==> src/rtl/theta_extract.sv <==
// Hyperspherical angle extraction: folds a vector through successive CORDIC vectoring
// steps, collecting one angle per step and the final magnitude as the norm.
`timescale 1ns/1ps

module theta_extract #(
    parameter int DATA_WIDTH  = 16,
    parameter int ANGLE_WIDTH = 16,
    parameter int N_DIM       = 7,
    parameter int TIMEOUT_CYC = 64
) (
    input  logic                               clk,
    input  logic                               rst,
    input  logic                               en,
    input  logic [DATA_WIDTH*N_DIM-1:0]        w_in_flat,
    output logic                               cordic_vec_en,
    output logic [DATA_WIDTH-1:0]              cordic_vec_xin,
    output logic [DATA_WIDTH-1:0]              cordic_vec_yin,
    output logic                               cordic_vec_angle_calc_en,
    input  logic                               cordic_vec_opvld,
    input  logic [DATA_WIDTH-1:0]              cordic_vec_xout,
    input  logic [ANGLE_WIDTH-1:0]             vec_angle_out,
    output logic [ANGLE_WIDTH*(N_DIM-1)-1:0]   thetas_out_flat,
    output logic [DATA_WIDTH-1:0]              norm_out,
    output logic                               busy,
    output logic                               done,
    output logic                               err
);

    localparam int N_TH  = N_DIM - 1;
    localparam int IDX_W = (N_DIM > 2) ? $clog2(N_DIM) : 1;
    localparam int TMO_W = $clog2(TIMEOUT_CYC + 1);
    localparam logic [IDX_W-1:0] LAST_IDX = IDX_W'(N_DIM - 1);
    localparam logic [TMO_W-1:0] TMO_LAST = TMO_W'(TIMEOUT_CYC - 1);

    typedef logic [DATA_WIDTH-1:0]  data_t;
    typedef logic [ANGLE_WIDTH-1:0] angle_t;
    typedef enum logic [1:0] {S_IDLE, S_ISSUE, S_WAIT, S_FINISH} state_t;

    state_t            state_q, state_d;
    data_t             w_in [N_DIM];
    data_t             w_q  [N_DIM];
    data_t             w_d  [N_DIM];
    angle_t            th_q [N_TH];
    angle_t            th_d [N_TH];
    data_t             acc_q, acc_d;
    data_t             xin_q, xin_d;
    data_t             yin_q, yin_d;
    data_t             norm_q, norm_d;
    logic [IDX_W-1:0]  idx_q, idx_d, idx_nxt, th_idx;
    logic [TMO_W-1:0]  tmo_q, tmo_d;
    logic              err_q, err_d;
    logic              zero_q, zero_d;
    logic              done_q, done_d;
    logic              vec_en_q, busy_q;
    logic              w_is_zero;

    always_comb begin
        for (int i = 0; i < N_DIM; i++) begin
            w_in[i] = w_in_flat[i*DATA_WIDTH +: DATA_WIDTH];
        end
    end

    assign w_is_zero = ~|w_in_flat;
    assign idx_nxt   = idx_q + 1'b1;
    assign th_idx    = idx_q - 1'b1;

    always_comb begin
        // NOTE: every target gets a default first so no path leaves one unassigned (no latches).
        state_d = state_q;
        w_d     = w_q;
        th_d    = th_q;
        acc_d   = acc_q;
        xin_d   = xin_q;
        yin_d   = yin_q;
        norm_d  = norm_q;
        idx_d   = idx_q;
        tmo_d   = tmo_q;
        err_d   = err_q;
        zero_d  = zero_q;
        done_d  = 1'b0;

        case (state_q)
            S_IDLE: begin
                if (en) begin
                    w_d    = w_in;
                    acc_d  = w_in[0];
                    idx_d  = IDX_W'(1);
                    tmo_d  = '0;
                    err_d  = 1'b0;
                    zero_d = w_is_zero;
                    if (w_is_zero) begin
                        for (int k = 0; k < N_TH; k++) th_d[k] = '0;
                        norm_d  = '0;
                        state_d = S_FINISH;
                    end else begin
                        xin_d   = w_in[0];
                        yin_d   = w_in[1];
                        state_d = S_ISSUE;
                    end
                end
            end

            S_ISSUE: begin
                tmo_d   = '0;
                state_d = S_WAIT;
            end

            S_WAIT: begin
                if (cordic_vec_opvld) begin
                    th_d[th_idx] = vec_angle_out;
                    acc_d        = cordic_vec_xout;
                    if (idx_q == LAST_IDX) begin
                        state_d = S_FINISH;
                    end else begin
                        // Next operands are loaded here so they are stable throughout ISSUE.
                        idx_d   = idx_nxt;
                        xin_d   = cordic_vec_xout;
                        yin_d   = w_q[idx_nxt];
                        state_d = S_ISSUE;
                    end
                end else if (tmo_q == TMO_LAST) begin
                    err_d   = 1'b1;
                    state_d = S_FINISH;
                end else begin
                    tmo_d = tmo_q + 1'b1;
                end
            end

            S_FINISH: begin
                done_d  = 1'b1;
                norm_d  = (zero_q || err_q) ? data_t'(0) : acc_q;
                state_d = S_IDLE;
            end

            default: state_d = S_IDLE;
        endcase
    end

    always_ff @(posedge clk or posedge rst) begin
        if (rst) begin
            state_q  <= S_IDLE;
            // NOTE: the vector and angle arrays are plain flops, cleared so no X ever reaches an output.
            for (int i = 0; i < N_DIM; i++) w_q[i] <= '0;
            for (int k = 0; k < N_TH; k++) th_q[k] <= '0;
            acc_q    <= '0;
            xin_q    <= '0;
            yin_q    <= '0;
            norm_q   <= '0;
            idx_q    <= '0;
            tmo_q    <= '0;
            err_q    <= 1'b0;
            zero_q   <= 1'b0;
            done_q   <= 1'b0;
            vec_en_q <= 1'b0;
            busy_q   <= 1'b0;
        end else begin
            // NOTE: non-blocking assignments so every flop samples pre-edge values.
            state_q  <= state_d;
            w_q      <= w_d;
            th_q     <= th_d;
            acc_q    <= acc_d;
            xin_q    <= xin_d;
            yin_q    <= yin_d;
            norm_q   <= norm_d;
            idx_q    <= idx_d;
            tmo_q    <= tmo_d;
            err_q    <= err_d;
            zero_q   <= zero_d;
            done_q   <= done_d;
            vec_en_q <= (state_d == S_ISSUE);
            busy_q   <= (state_d != S_IDLE);
        end
    end

    always_comb begin
        thetas_out_flat = '0;
        for (int k = 0; k < N_TH; k++) begin
            thetas_out_flat[k*ANGLE_WIDTH +: ANGLE_WIDTH] = th_q[k];
        end
    end

    assign cordic_vec_en            = vec_en_q;
    assign cordic_vec_xin           = xin_q;
    assign cordic_vec_yin           = yin_q;
    assign cordic_vec_angle_calc_en = 1'b1;
    assign norm_out                 = norm_q;
    assign busy                     = busy_q;
    assign done                     = done_q;
    assign err                      = err_q;

endmodule
==> config.mk <==
export PLATFORM = sky130hd
export DESIGN_NAME = theta_extract
export DESIGN_NICKNAME = d
export VERILOG_FILES = /design/src/rtl/theta_extract.sv
export SDC_FILE = /design/constraint.sdc
export NUM_CORES = 1
export LEC_CHECK = 0
export ABC_AREA = 1
export BUFFER_PORTS_ARGS = -buffer_cell sky130_fd_sc_hd__buf_2
export CORE_UTILIZATION = 53
export CTS_BUF_LIST = sky130_fd_sc_hd__clkbuf_8
export DETAILED_ROUTE_END_ITERATION = 7
export PLACE_DENSITY = 0.78
export SLEW_MARGIN = 30
export SYNTH_ARGS = -nofsm -noshare
export SYNTH_HDL_FRONTEND = slang
export SYNTH_SLANG_ARGS = --single-unit
==> constraint.sdc <==
create_clock -name clk -period 9.8 [get_ports clk]
set_clock_uncertainty 0.15 [all_clocks]
set_input_delay 0.98 -clock clk [delete_from_list [all_inputs] [get_ports clk]]
set_output_delay 0.98 -clock clk [all_outputs]
set_load 0.005 [all_outputs]
# Yosys cells after proc, flatten, opt, wreduce, memory -nomap -nowiden
# Index checks and enable logic that the tools add are counted.
# totals
register_bits,289
input_bits,148
# op_classes
n_addsub,3
n_lt_le_gt_ge,3
n_eq_ne,14
n_mux,46
n_bitwise,2
n_reduce_logical,17
# ops
cell,count
$mux 96,3
$mux 16,16
$pmux 96 s2,1
$pmux 16 s2,4
$reduce_or 112->1,1
$bwmux 96,1
$bmux 16 s3,1
$demux 16 s3,1
$mux 7,3
$pmux 7 s3,1
$ne 2x2->1 const B,8
$reduce_and 4->1,4
$mux 2,5
$mux 3,3
$ge 4x4->1 const B,2
$not 3->4,2
$pmux 2 s4,1
$add 7x1->7 const B,1
$eq 7x6->1 const B,1
$pmux 3 s2,1
$reduce_and 3->1,2
$reduce_bool 2->1,3
$reduce_and 5->1,1
$eq 2x1->1 const B,2
other kinds (13),17

# Longest topological paths before layout
# depth
depth_word,9
mapped_depth,14
ltp_nobuf,13

# Worst setup path after synthesis
# Ideal clock, no wire load.
# synth_timing
path_type,reg2reg
from,register idx_q[0]
to,register yin_q[9] (netlist: cordic_vec_yin[9])
t_arrival_ns,2.223
slack_ns,7.362
path_stages_with_launch,14
n_path_buf,4
period_less_slack_ns,2.438
path_cell_list,dfrtp_1 -> buf_2 -> inv_2 -> clkbuf_1 -> ha_1 -> inv_2 -> clkbuf_1 -> clkbuf_1 -> o21ai_0 -> o21ai_1 -> nand2_1 -> nand2_1 -> nand3_1 -> nand2_1
# synth_via
elab_chain_len,8
elab_cells_between_ends,11
classes_between,add/sub: 1; eq/ne: 2; mux: 6; bitwise: 1; reduce/logical: 1
# synth_rtl
item,line_no,rtl
"start, declared",49,"logic [IDX_W-1:0] idx_q, idx_d, idx_nxt, th_idx;"
"start signal, assigned",165,idx_q <= idx_d;
$add 3x1->3,64,assign idx_nxt = idx_q + 1'b1;
$not 3->4 (not written as such),118,yin_d = w_q[idx_nxt];
$bmux 16 s3,118,
$mux 16 (not written as such) (2 in series),118,
$mux 16,112,if (idx_q == LAST_IDX) begin
$mux 16,109,if (cordic_vec_opvld) begin
$pmux 16 s2,82,case (state_q)
"end signal, assigned",163,yin_q <= yin_d;
"end, declared",47,"data_t yin_q, yin_d;"
# Parallel ways exist; a longest one is shown, timed or not. The select of a mux whose other input is x is not followed.
# A chain may end at the register's enable or synchronous reset.

# Worst setup path in the final report
# layout_timing
from,register idx_q[0]
to,register yin_q[14] (netlist: cordic_vec_yin[14])
# The elaborated chain is that of the path after synthesis.

==> results.cfg <==
[setup_path]
cp.required_ns = 10.10
rr_startpoint = idx_q[0]$_DFFE_PP0P_
ff2ff_path_depth = 10
r2r_end = cordic_vec_yin[14]$_DFFE_PP0P_
critPathArrivalTime_ns = 4.23
cp-start-kind = flop
path_max_fanout = 38
r2r_setup_slack_ns = 5.87
crit_type = flop to flop
setup.worst_path.end_class = flop

[sta]
drv_slew = 0
whs_ns = 0.314
setup-tns-final_ns = 0
post-route-min-period_ns = 3.93
fmax_mhz = 254
setup_ws_ns = 5.87
tightest_slew_ns = 0.991
setup_viol = 0
relSlewSlack_pct = 33.7
period_share_pct = 40.1
rsz0062_at_grt = no
hold_violations = 0

[clock_tree]
cts-root-buf = clkbuf_8
cts_max_path_buffers = 3
cts_sinks = 289
clk_pin_slew_ns = 0.06
cts_made_buffers = 47
htree_levels = 2
cts.repair.resized = 0
cts_hold_buf = 0
cts_tree = built
clock_latency_ns = 0.57
postCtsSetupBuffers = 0

[die]
die-area_um2 = 26300
chipHeight_um = 162
start_util_pct = 53.9
ios = 297
die_w_um = 162
core-area_um2 = 25200
num_rows = 58

[logic_synthesis]
synthMuxAreaShare_pct = 0.0829
synth_top_family_by_area = simple AND/OR/NAND/NOR gates
syn_nets = 1834
synthTopCellsByArea = dfrtp_1, nand2_1, nand4_1, nor2_1, o21ai_0
yosysSeqAreaShare_pct = 53.3
synth_xor_area_share_pct = 0.0645
synth_compound_area_share_pct = 8.24
syn_avg_cell_area_um2 = 8.07
synth_top_cell_by_area = dfrtp_1
synth_adder_area_share_pct = 0.369
yosys.area_share.simple_pct = 30.5
synth_top_area_share_pct = 53.3
netlist_area_um2 = 13600
ys_seq_elements = 289
syn_inst = 1682
synth_cell_types = 37
yosys_warnings = 0

[worst_hold_path]
hold_class = flop to flop
min_from = thetas_out_flat[20]$_DFFE_PP0P_
min_to = thetas_out_flat[20]$_DFFE_PP0P_
min_path_cells = 2

[global_routing]
grt_pass1_wl_um = 61300
antenna_found_initial = 0
grt_max_degree = 155
grt_pass1_vias = 11600
grt-ovfl-total = 0
track_usage_pct = 29.9

[cells_and_area]
stdcell_area_um2 = 15900
nets = 2084
finish.utilization_pct = 63.3
diodes = 0
drive_above_1_share_pct = 20.8
layout_common_cells = nand2_1, buf_2, dfrtp_1
fin_cells = 2299
ff_latch_area_um2 = 7230
syn2layout_area_growth_pct = 17.4
layout_commonest_cell = nand2_1
fillerInstances = 2230
multi_input_area_um2 = 5360

[power_and_ir_drop]
power_density_nw_per_um2 = 299
fin_total_pwr_mw = 4.76
vdd_ir_drop_max_uv = 188
power.leakage_nw = 8.94

[drt]
drt_iter0_drc = 1316
ant_nets = 0
drc_errors = 0
wire_per_inst_um = 17.0
drt_first_pass_iters = 6
via_per_inst = 5.47
vias = 12600
drt-total-wl_um = 39200

[placement]
dp_slack_ns = 5.64
place_congestion = 0.913
dp_cells = 2212
dp_hpwl_um = 27000
numPortBuffers = 295
placed_area_um2 = 15000

[job]
drv_cap = 0

[outcome]
outcome = finished clean
-- cell usage after synthesis --
cell type  count
a21boi_0       1
nor2_1       116
nor3_2         1
inv_1        100
a21oi_2        1
a22oi_1       30
or2_1          1
nand3b_1       1
ha_1           4
or2_0          1
buf_2         34
o21ai_0       80
nor2_8         2
a21oi_1        7
xnor2_1        1
nor2_4         3
buf_1          5
clkbuf_1      35
dfrtp_1      289
a31oi_1        2
buf_6         15
nor2_2         4
conb_1         1
mux2_1         1
inv_2         16
a31oi_2        2
nand3_1       67
buf_8          1
o221ai_1       1
nand3_4        5
buf_4         10
o21ai_1       79
nand3_2        2
nand4_1      100
nand2_2        5
nor3_1         1
nand2_1      658
-- registers in the layout, summed over array words and instances (netlist names), 2 cells and up --
register	flops
w_q	112
thetas_out_flat	96
acc_q	16
cordic_vec_xin	16
cordic_vec_yin	16
norm_out	16
tmo_q	7
idx_q	3
state_q	2
-- power by group --
part	switching, mW	total (mW)	internal (mW)
Sequential	0.259	1.89	1.63
Clock	0.483	1.04	0.553
Combinational	1.28	1.84	0.554
Total	2.02	4.76	2.74
-- routing by layer --
metal / wire [um] / vias to the layer above / GRT usage, %
li1: - / 5924 / -
met2: 17800 / 624 / 45.4
met3: 3290 / 114 / 4.52
met4: 1800 / 0 / 14.4
met1: 16300 / 5921 / 42.3
met5: 0 / - / 0
-- kinds of logic after synthesis --
family,after synthesis
fa+ha+maj,4
simple gates,967
flops,289
xor+xnor,1
mux,1
compound gates,203
buf+inv,216
other cells,1
-- worst max-delay path: stages (launching register included) --
cell,delay (ns)
dfrtp_1,0.39
inv_2,0.52
ha_1,0.44
nand2_1,0.29
clkinv_1,0.81
a22oi_1,0.67
o21ai_0,0.16
nand2_1,0.09
nand2_1,0.07
nand3_1,0.12
nand2_1,0.07
-- how the worst max path moves through the flow --
stage,from,endpoint,slack [ns],cells past startpoint
after floorplan,rst,acc_q[0]$_DFFE_PP0P_,0.69,1
after global placement,w_in_flat[12],cordic_vec_yin[12]$_DFFE_PP0P_,5.77,12
after detailed placement,w_in_flat[12],cordic_vec_yin[9]$_DFFE_PP0P_,5.64,12
after CTS,state_q[0]$_DFF_PP0_,thetas_out_flat[15]$_DFFE_PP0P_,5.82,9
after global routing,idx_q[0]$_DFFE_PP0P_,cordic_vec_yin[14]$_DFFE_PP0P_,5.60,10
final,idx_q[0]$_DFFE_PP0P_,cordic_vec_yin[14]$_DFFE_PP0P_,5.87,10
-- layout make-up --
| cell class | instances | share of cell area, % |
|---|---|---|
| clock inverters | 29 | 0.950 |
| inverters | 116 | 2.83 |
| repair buffers | 301 | 9.72 |
| flip-flops and latches | 289 | 45.4 |
| clock buffers | 57 | 4.92 |
| multi-input cells | 1177 | 33.6 |
| well taps | 330 | 2.59 |
No activity file was read; power rests on OpenSTA's default activity.
